==> src/rtl/dmem_arbiter.sv <==
// dmem_arbiter: two-port arbiter in front of a single-ported data SRAM.
// Port 0 (core) has priority. Port 1 (loader/debug) takes over after
// MAX_WAIT consecutive denied cycles. Grants are combinational. Read data
// comes back one cycle after the grant and is routed to the port that won.
//
// Ports:
//   CLK, RSTn                 clock, asynchronous active-low reset
//   Px_REQ/WE/BE/ADDR/WDATA   request command from port x (x = 0, 1)
//   Px_GNT                    request accepted this cycle (combinational)
//   Px_RVALID, Px_RDATA       read return; RDATA holds when RVALID is low
//   MEM_CSN/WEN/BE/ADDR/DOUT  SRAM command (active-low select and write)
//   MEM_DI                    SRAM read data, one cycle after the select
//   WAIT_CNT                  port-1 starvation counter (debug)
module dmem_arbiter #(
    parameter int unsigned MAX_WAIT = 4,
    parameter int unsigned AWIDTH   = 12
) (
    input  logic              CLK,
    input  logic              RSTn,
    input  logic              P0_REQ,
    input  logic              P0_WE,
    input  logic [3:0]        P0_BE,
    input  logic [AWIDTH-1:0] P0_ADDR,
    input  logic [31:0]       P0_WDATA,
    output logic              P0_GNT,
    output logic              P0_RVALID,
    output logic [31:0]       P0_RDATA,
    input  logic              P1_REQ,
    input  logic              P1_WE,
    input  logic [3:0]        P1_BE,
    input  logic [AWIDTH-1:0] P1_ADDR,
    input  logic [31:0]       P1_WDATA,
    output logic              P1_GNT,
    output logic              P1_RVALID,
    output logic [31:0]       P1_RDATA,
    output logic              MEM_CSN,
    output logic              MEM_WEN,
    output logic [3:0]        MEM_BE,
    output logic [AWIDTH-1:0] MEM_ADDR,
    output logic [31:0]       MEM_DOUT,
    input  logic [31:0]       MEM_DI,
    output logic [3:0]        WAIT_CNT
);

    localparam int unsigned CNT_W   = 4;
    localparam logic [CNT_W-1:0] CNT_SAT = CNT_W'(15);

    logic [CNT_W-1:0] wait_cnt_q, wait_cnt_d;
    logic             rd_vld_q, rd_vld_d;
    logic             rd_own_q, rd_own_d;   // 0: port 0, 1: port 1
    logic [31:0]      rdata0_q, rdata1_q;
    logic             p1_wins;

    // Arbitration and SRAM command mux; reset forces the bus idle asynchronously
    always_comb begin
        p1_wins  = P1_REQ & (~P0_REQ | (32'(wait_cnt_q) >= MAX_WAIT));
        P1_GNT   = RSTn & p1_wins;
        P0_GNT   = RSTn & P0_REQ & ~p1_wins;
        MEM_CSN  = 1'b1;
        MEM_WEN  = 1'b1;
        MEM_BE   = '0;
        MEM_ADDR = '0;
        MEM_DOUT = '0;
        if (P1_GNT) begin
            MEM_CSN  = 1'b0;
            MEM_WEN  = ~P1_WE;
            MEM_BE   = P1_BE;
            MEM_ADDR = P1_ADDR;
            MEM_DOUT = P1_WDATA;
        end else if (P0_GNT) begin
            MEM_CSN  = 1'b0;
            MEM_WEN  = ~P0_WE;
            MEM_BE   = P0_BE;
            MEM_ADDR = P0_ADDR;
            MEM_DOUT = P0_WDATA;
        end
    end

    // Next-state: starvation counter (clear beats saturate) and read owner
    always_comb begin
        wait_cnt_d = wait_cnt_q;
        rd_vld_d   = 1'b0;
        rd_own_d   = rd_own_q;
        if (P1_GNT) begin
            wait_cnt_d = '0;
        end else if (P1_REQ && (wait_cnt_q != CNT_SAT)) begin
            wait_cnt_d = wait_cnt_q + CNT_W'(1);
        end
        if (P1_GNT && !P1_WE) begin
            rd_vld_d = 1'b1;
            rd_own_d = 1'b1;
        end else if (P0_GNT && !P0_WE) begin
            rd_vld_d = 1'b1;
            rd_own_d = 1'b0;
        end
    end

    // State registers; the read-data holds capture MEM_DI while their port is valid
    always_ff @(posedge CLK or negedge RSTn) begin
        if (!RSTn) begin
            wait_cnt_q <= '0;
            rd_vld_q   <= 1'b0;
            rd_own_q   <= 1'b0;
            rdata0_q   <= '0;
            rdata1_q   <= '0;
        end else begin
            wait_cnt_q <= wait_cnt_d;
            rd_vld_q   <= rd_vld_d;
            rd_own_q   <= rd_own_d;
            if (P0_RVALID) rdata0_q <= MEM_DI;
            if (P1_RVALID) rdata1_q <= MEM_DI;
        end
    end

    // Read return: valid is a flop, data passes MEM_DI through while valid
    always_comb begin
        P0_RVALID = rd_vld_q & ~rd_own_q;
        P1_RVALID = rd_vld_q &  rd_own_q;
        P0_RDATA  = P0_RVALID ? MEM_DI : rdata0_q;
        P1_RDATA  = P1_RVALID ? MEM_DI : rdata1_q;
        WAIT_CNT  = wait_cnt_q;
    end

endmodule

==> config.mk <==
export PLATFORM = sky130hd
export DESIGN_NAME = dmem_arbiter
export DESIGN_NICKNAME = d
export VERILOG_FILES = /design/src/rtl/dmem_arbiter.sv
export SDC_FILE = /design/constraint.sdc
export NUM_CORES = 1
export LEC_CHECK = 0
export CELL_PAD_IN_SITES_DETAIL_PLACEMENT = 1
export CELL_PAD_IN_SITES_GLOBAL_PLACEMENT = 1
export CORE_ASPECT_RATIO = 1.75
export CORE_UTILIZATION = 24
export DETAILED_ROUTE_END_ITERATION = 6
export HOLD_SLACK_MARGIN = 0.02
export PLACE_DENSITY_LB_ADDON = 0.12
export SYNTH_ARGS = -nofsm -noshare
export SYNTH_HDL_FRONTEND = slang
export SYNTH_SLANG_ARGS = --single-unit
==> constraint.sdc <==
create_clock -name CLK -period 1.6 [get_ports CLK]
set_input_delay 0.16 -clock CLK [delete_from_list [all_inputs] [get_ports CLK]]
set_output_delay 0.16 -clock CLK [all_outputs]
set_load 0.03 [all_outputs]
==> results of run 1 <==
## cells by family after synthesis
logic type / count (synthesis) / share of synthesized area, %
AND/OR/NAND/NOR: 11 / 2.173
AO/OA/AOI/OAI: 61 / 15.99
multiplexers: 65 / 22.66
buffers and inverters: 24 / 4.462
adder cells (fa/ha/maj): 1 / 0.3880
flip-flops: 70 / 54.33
## stage by stage
| stage | setup WS [ps] | util (%) |
|---|---|---|
| 4_1_cts | -379.1 | 53.01 |
| 3_3_place_gp | -303.6 | 47.53 |
| 3_5_place_dp | -315.2 | 47.53 |
| 5_1_grt | -456.6 | 56.35 |
| 2_1_floorplan | -62.95 | - |
| 6_report | -382.4 | 56.41 |
## power breakdown
group / internal [W] / total [W] / switching, W
combinational: 0.00354 / 0.00745 / 0.00391
clock: 0.00153 / 0.00231 / 0.000785
sequential: 0.00264 / 0.00295 / 0.000317
total: 0.00771 / 0.0127 / 0.00501
## per-layer routing
| metal | vias to the layer above | routed length [um] | GRT usage, % |
|---|---|---|---|
| met5 | - | 38 | 0 |
| met4 | 4 | 168 | 5.215 |
| met3 | 14 | 1434 | 7.480 |
| met2 | 187 | 7894 | 33.98 |
| met1 | 1585 | 5337 | 20.79 |
| li1 | 1469 | - | - |
## flip-flops by register name, summed over array words and instances, names as in the netlist
| name | cells |
|---|---|
| rd_own_q | 1 |
| rdata0_q | 32 |
| WAIT_CNT | 4 |
| rdata1_q | 32 |
| rd_vld_q | 1 |
## worst min-delay path by stage
stage | from | endpoint | slack (ps) | cells after the start
6_report | RSTn | rdata1_q[26] | 120 | 2
5_1_grt | RSTn | rdata1_q[31] | 210 | 2
4_1_cts | RSTn | rdata0_q[23] | 160 | 2
3_5_place_dp | RSTn | rd_vld_q | -8 | 1
3_3_place_gp | RSTn | rd_vld_q | -10 | 1
2_1_floorplan | RSTn | WAIT_CNT[0] | -140 | 0
## final cells by class
class                      count  area, um2
antenna                        3      7.507
clock inverter                 7      120.1
tap                          171      214.0
timing repair buffer         301       3212
inverter                       6      25.02
multi-input combinational    138       1778
fill                        1270       5669
sequential                    70       1755
clock buffer                   9      225.2
## synthesized netlist by cell type
cell type   n
nor3_1      1
inv_2       1
or3_1       1
nand4_1     1
mux2_2     64
buf_6       5
dfrtp_1    70
ha_1        1
nor2b_1     1
a21oi_1     4
buf_2      11
and3_1      3
a22o_1     48
o21ai_0     5
clkbuf_1    2
nand3b_1    1
and4b_1     1
o2bb2ai_1   1
o21ai_1     1
mux2i_1     1
nand2_1     1
or2_2       1
o311ai_4    1
a41o_1      1
inv_1       4
inv_4       1
## repair_timing
action / in CTS / in global routing
hold endpoints to repair: 3 / 0
setup buffers: 9 / 13
endpoints found under the setup margin: 118 / 119
gates cloned: 0 / 7
resized for setup: 389 / 115
pin swaps: 1 / 3
hold buffers: 1 / 0
==> results.md, run 1 <==
Outcome:
- The flow ran to the end, but the final reports show violations.
- The final reports fail on negative setup slack.

Clock tree:
- The root buffer cell is clkbuf_16.
- The total clock buffers created by CTS is 9.
- The CTS sink count is 70.
- The clock edge transition at the registers on the reported setup and hold paths is 60 ps.
- The number of buffers between clock root and the deepest sink is 2.
- Clock latency on the worst-skew pair, taken at its later pin, is 330 ps.
- The H-tree was split into 3 levels.
- The CTS tree is built.

Cells and area:
- The net count of the finished layout is 661.
- The post-route non-filler standard cell count is 705.
- Leaving out fill and tap cells, the most frequent cell in the layout is clkdlybuf4s50_1.
- The fraction of final layout cells sized beyond drive strength 1 is 57.06%.
- From synthesis to final layout, the design area changed by 127.6%.
- The area of all placed cells without fillers is 7337 um2.
- The top cell types in the final layout, fill and taps aside, are clkdlybuf4s50_1 (132), buf_6 (99), dfrtp_1 (67).

Routing:
- The number of DRC violations after detailed routing is 0.
- The number of nets with antenna violations after routing is 0.
- The first routing iteration left 31 violations.
- Summed over all layers, the routed wires come to 14.87 mm.
- The number of detailed-route iterations in the first pass is 4.
- The total vias in the final route is 3259.
- After detailed routing, the average wire length per cell comes to 21.10 um.
- The number of vias per cell is 4.623.

Worst setup path:
- The top cell family by delay on the critical path is compound AO/OA/AOI/OAI gates.
- The most critical setup path has its startpoint at WAIT_CNT[3].
- The launch point of the worst reg-to-reg path is rd_own_q.
- The endpoint of the worst register-to-register path is rdata0_q[24].
- The worst setup path is captured at an output port.
- The largest incremental delay on the critical path is 430 ps.
- The worst setup path endpoint is MEM_DOUT[6].
- The startpoint kind of the worst setup timing path is a flip-flop.
- The data arrival time at the worst-slack endpoint is 1820 ps.
- On the critical path, the stage with the largest delay is an instance of dfrtp_2.
- At the worst endpoint, the required time is 1440 ps.
- The buffering stage count on the worst path with inverters included is 3.
- Counting cells, the worst reg-to-reg path comes to 5.
- The worst register-to-register path has a setup slack of 140 ps.
- The type of the setup path with the least slack is flip-flop to output port.
- The critical path goes through o311ai_4 -> inv_4 -> clkbuf_16 -> a22o_2 -> buf_6.
- The depth of the critical timing path with buffers and inverters included is 5.
- The largest fanout on the critical path is 15.

Floorplanning:
- In this run the vertical extent of the chip is 155.3 um.
- The total core area is 13010 um2.
- The floorplan die area is 13920 um2.
- 256 I/O pins were placed.
- After floorplanning, the core was divided into 55 placement rows.
- The width of the die is 89.62 um.
- The initial standard-cell utilization of the core is 24.79%.

STA:
- At the pin with the least slew margin, the transition time is 870.8 ps.
- The headroom to the max-slew limit is 41.95%.
- The number of endpoints with negative hold slack in the final report was 0.
- The worst setup skew after layout is 6.630 ps.
- Summed over all failing endpoints, the final setup total negative slack is -32420 ps.
- The final critical path takes up 123.9% of the cycle.
- The number of slew-limit violations in the final report was 0.
- The smallest clock period supported by the final layout is computed as 1982 ps.
- Static timing analysis puts the maximum clock frequency at 504.5 MHz.
- On the final layout, the worst hold slack is 118.1 ps.
- Setup repair after global routing could not meet its margin everywhere.
- The count of endpoints failing setup in the final report is 116.
- Once routing completed, OpenROAD measured the worst setup slack at -382.4 ps.

Synthesis:
- The largest total area in the synthesized netlist belongs to dfrtp_1.
- For this run, the number of Yosys warnings is 0.
- Averaged over all synthesized cells, the footprint is 13.90 um2.
- When the netlist entered floorplanning its net count stood at 367.
- Of the synthesized area, sequential elements account for 54.33%.
- Yosys attributes the largest share of cell area to dfrtp_1 (54%), mux2_2 (22%), a22o_1 (13%), buf_6 (1.7%), buf_2 (1.7%).
- The number of standard cells after synthesis is 232.
- The number of different library cells used by synthesis comes to 26.
- In this run, synthesis produced a sequential element count of 70.
- The mapped cell area is 3224 um2.
- The top cell type by area accounts for 54.33% of the synthesized area.

Pwr:
- Dividing total power by cell area gives a power density of 1733 nW/um2.
- The leakage power figure is 3.466 nW.
- The largest vdd supply drop is 0.5591 mV.
- The total power after layout is 0.01272 W.

Worst hold path:
- The type of the worst min-delay path is primary input to async pin.

Placed design:
- The number of placed cells counting well taps is 658.
- Input and output buffers added on the ports amount to 255.
- The post-detailed-placement half-perimeter wirelength is 10.34 mm.
- The placed standard-cell area is 6182 um2.
- The weighted congestion reported at the end of routability-driven placement is 0.7262.

GRT:
- The global routing usage summed across all routing layers is 19.23%.
- The first global-routing pass estimated 19.80 mm of wire.
- The total global routing overflow is 0.
- The number of antenna violations at the first check in global routing is 5.
- The number of global-route vias before repair was 3582.
- The largest net degree at the start of global routing is 68.

Run:
- Across the run, the number of max-cap violations was 0.
Power figures use the tool's default switching activity.
==> run 2, diff against run 1 <==
--- a/config.mk
+++ b/config.mk
@@ -9,6 +9,7 @@
 export CELL_PAD_IN_SITES_GLOBAL_PLACEMENT = 1
 export CORE_ASPECT_RATIO = 1.75
 export CORE_UTILIZATION = 24
+export CTS_CLUSTER_DIAMETER = 200
 export DETAILED_ROUTE_END_ITERATION = 6
 export HOLD_SLACK_MARGIN = 0.02
 export PLACE_DENSITY_LB_ADDON = 0.12
==> results of run 2 <==
The final DEF is identical to that of run 1; final timing and power are the same.
==> run 3, diff against run 2 <==
--- a/config.mk
+++ b/config.mk
@@ -7,7 +7,6 @@
 export LEC_CHECK = 0
 export CELL_PAD_IN_SITES_DETAIL_PLACEMENT = 1
 export CELL_PAD_IN_SITES_GLOBAL_PLACEMENT = 1
-export CORE_ASPECT_RATIO = 1.75
 export CORE_UTILIZATION = 24
 export CTS_CLUSTER_DIAMETER = 200
 export DETAILED_ROUTE_END_ITERATION = 6
==> results.md, run 3 (synthesis gave the netlist of run 1 again) <==
Worst setup path:
- The type of the setup path with the least slack was flip-flop to output port (unchanged).
- The endpoint required time on the critical path is 1440 ps (about the same).
- The type of element capturing the critical path is an output port (unchanged).
- The startpoint kind of the worst setup timing path is a flip-flop (unchanged).
- The data arrival time at the worst-slack endpoint is 1820 ps (about the same).
- The largest fanout on the critical path is 24 (was 15).
- The launch point of the worst reg-to-reg path is rd_own_q (unchanged).
- The startpoint of the worst setup timing path is WAIT_CNT[2] (was WAIT_CNT[3]).

Clock tree:
- The clock edge transition at the registers on the reported setup and hold paths is 60 ps (about the same).
- The H-tree depth reported by CTS came to 3 (unchanged).
- The number of buffers between clock root and the deepest sink is 2 (unchanged).
- The CTS tree is built (unchanged).
- The root buffer cell is clkbuf_16 (unchanged).
- The clock network latency to the later pin of the worst-skew pair is 330 ps (about the same).
- The total clock buffers created by CTS is 9 (unchanged).
- The CTS sink count is 70 (unchanged).

GRT:
- The number of global-route vias before repair came to 3847 (was 3582).
- The global routing usage summed across all routing layers is 20.48% (was 19.23%).
- The first-pass GRT wire length was 21.71 mm (was 19.80 mm).
- The total global routing overflow is 0 (unchanged).
- The number of antenna violations at the first check in global routing came to 0 (was 5).
- The largest net degree at the start of global routing is 63 (was 68).

Cells and area:
- The fraction of final layout cells sized beyond drive strength 1 is 58.17% (was 57.06%).
- The commonest non-fill, non-tap cell in the layout is clkdlybuf4s50_1 (unchanged).
- The antenna cell count is 0 (was 3).
- The area growth from synthesis to layout is 132.7% (was 127.6%).
- Most used cells in the layout excluding fill and tap cells: clkdlybuf4s50_1 (132), buf_6 (111), dfrtp_1 (67) (was clkdlybuf4s50_1 (132), buf_6 (99), dfrtp_1 (67)).
- The net count of the finished layout is 675 (was 661).

Routing:
- The average wire per standard cell is 20.34 um (was 21.10 um).
- The total wire length came to 14.58 mm (was 14.87 mm).
- The number of detailed-route iterations in the first pass is 4 (unchanged).
- The number of nets with antenna violations after routing is 0 (unchanged).
- The total vias in the final route was 3293 (was 3259).
- The number of DRC violations after detailed routing is 0 (unchanged).
- The violation count after the first detailed-route iteration is 106 (was 31).
- The number of vias per cell was 4.593 (was 4.623).

STA:
- The fmax is 506.1 MHz (was 504.5 MHz).
- RSZ-0062 raised after global routing: true (unchanged).
- The headroom to the max-slew limit came to 46.18% (was 41.95%).
- The slack of the critical path is -375.9 ps (was -382.4 ps).
- The worst setup skew after layout is 5.423 ps (was 6.630 ps).
- The final hold slack is 75.63 ps (was 118.1 ps).
- The number of endpoints with negative hold slack in the final report is 0 (unchanged).
- The worst-margin pin slew is 807.3 ps (was 870.8 ps).
- The post-route fraction of the period consumed by the critical path is 123.5% (was 123.9%).
- The number of slew-limit violations in the final report was 0 (unchanged).
- The time the worst path needs with I/O delays and setup was 1976 ps (was 1982 ps).
- The count of endpoints failing setup in the final report is 115 (was 116).

Pwr:
- The register share of total power is 22.5% (was 23.2%).
- The switching power as a share of total power was 39.15% (was 39.38%).
- The power share of the combinational group is 62.3% (was 58.6%).
- The internal portion of total power is 0.008038 W (was 0.007710 W).
- The power density normalized to cell area is 1760 nW/um2 (was 1733 nW/um2).
- The power share of the clock group was 15.2% (was 18.2%).
- The switching power was 0.005171 W (was 0.005008 W).
- The leakage power figure is 3.554 nW (was 3.466 nW).
- The largest vdd supply drop came to 0.6818 mV (was 0.5591 mV).
- The total power after layout was 0.01321 W (was 0.01272 W).

Run:
- The number of max-cap violations is 0 (unchanged).

Outcome:
- Status: finished, violations left (unchanged).
- Failing checks: negative setup slack (unchanged).

Floorplanning:
- The initial standard-cell utilization of the core is 25.04% (was 24.79%).
- The floorplan die area came to 13900 um2 (was 13920 um2).
- The floorplan die height is 117.9 um (was 155.3 um).
- The number of primary I/O pins is 256 (unchanged).
- The site row count is 41 (was 55).
- The width of the die came to 117.9 um (was 89.62 um).
- The total core area is 12880 um2 (was 13010 um2).

Placed design:
- The weighted congestion reported at the end of routability-driven placement is 0.8805 (was 0.7262).
- The number of buffers inserted by port buffering is 255 (unchanged).
- The post-detailed-placement half-perimeter wirelength is 10.25 mm (was 10.34 mm).

Worst hold path:
- The type of the worst min-delay path was primary input to async pin (unchanged).
[run 3: cell types whose count changed in the layout (fill, tap and decap cells not counted), moves of 3 or more]
cell            before  now
buf_6               99  111
buf_2               21    1
dlygate4sd2_1        0    4
mux2_2              21    1
mux2_4              43   63
clkbuf_16           14   10
buf_8                9    5
buf_4               20   44
diode_2              3    0
dlymetal6s2s_1       4    0
buf_12              10   16
[run 3: path summary, 6_finish.rpt]
check / depth (start not counted) / to / slack (ps)
worst max-delay path: 5 / MEM_ADDR[0] / -380
worst min-delay path: 2 / rdata1_q[14] / 80
worst max register to register: 6 / rdata0_q[29] / 90
worst min register to register: 1 / rdata0_q[16] / 500
max in group asynchronous: 3 / WAIT_CNT[3] / 830
min in group CLK: 3 / rd_own_q / 230
[run 3: worst max-delay path: stages (launching register included)]
cell and delay [ps]:
dfrtp_2 430, o311ai_4 340, inv_4 100, buf_12 180
a22o_2 290, buf_12 140
[run 3: final cells by class]
class	count	area (um2)
clock inverter	6	70.07
fill	1276	5373
multi-input combinational	138	1837
sequential	70	1755
tap	172	215.2
timing repair buffer	315	3372
clock buffer	10	229.0
inverter	6	25.02
[run 3: timing repair]
item                       4_1_cts  5_1_grt
cloned                           2        1
resized for setup              419       67
hold buffers                     1        0
pin swaps                        2        2
setup buffers                   18       18
hold endpoints to repair         8        0
setup endpoints to repair      119      117
[run 3: power by group through the flow]
stage / registers [W] / clock network [W] / logic [W]
after floorplan: 0.00289 / 0 / 0.00377
after global placement: 0.00287 / 0 / 0.00654
after detailed placement: 0.00293 / 0 / 0.00661
after CTS: 0.00293 / 0.00206 / 0.00756
after global routing: 0.00306 / 0.00213 / 0.00859
final: 0.00298 / 0.00201 / 0.00822
[run 3: stage by stage]
stage | util [%] | std cells | TNS [ps] | instance area (um2) | setup WS (ps)
global route | 58.27 | 717 | -36070 | 7503 | -445.5
detailed placement | 48.63 | 666 | -26740 | 6261 | -327.8
finish | 58.27 | 717 | -28400 | 7503 | -375.9
floorplan | - | 232 | -1328 | 3442 | -62.95
global placement | 48.63 | 666 | -24540 | 6261 | -296.5
CTS | 56.10 | 702 | -31930 | 7223 | -393.7
[run 3: metal layers]
| metal | share of wire (%) | global-route usage (%) |
|---|---|---|
| met4 | 2.1 | 6.571 |
| met5 | 0 | 0 |
| met2 | 57 | 39.93 |
| met1 | 34 | 20.01 |
| met3 | 7.7 | 6.734 |
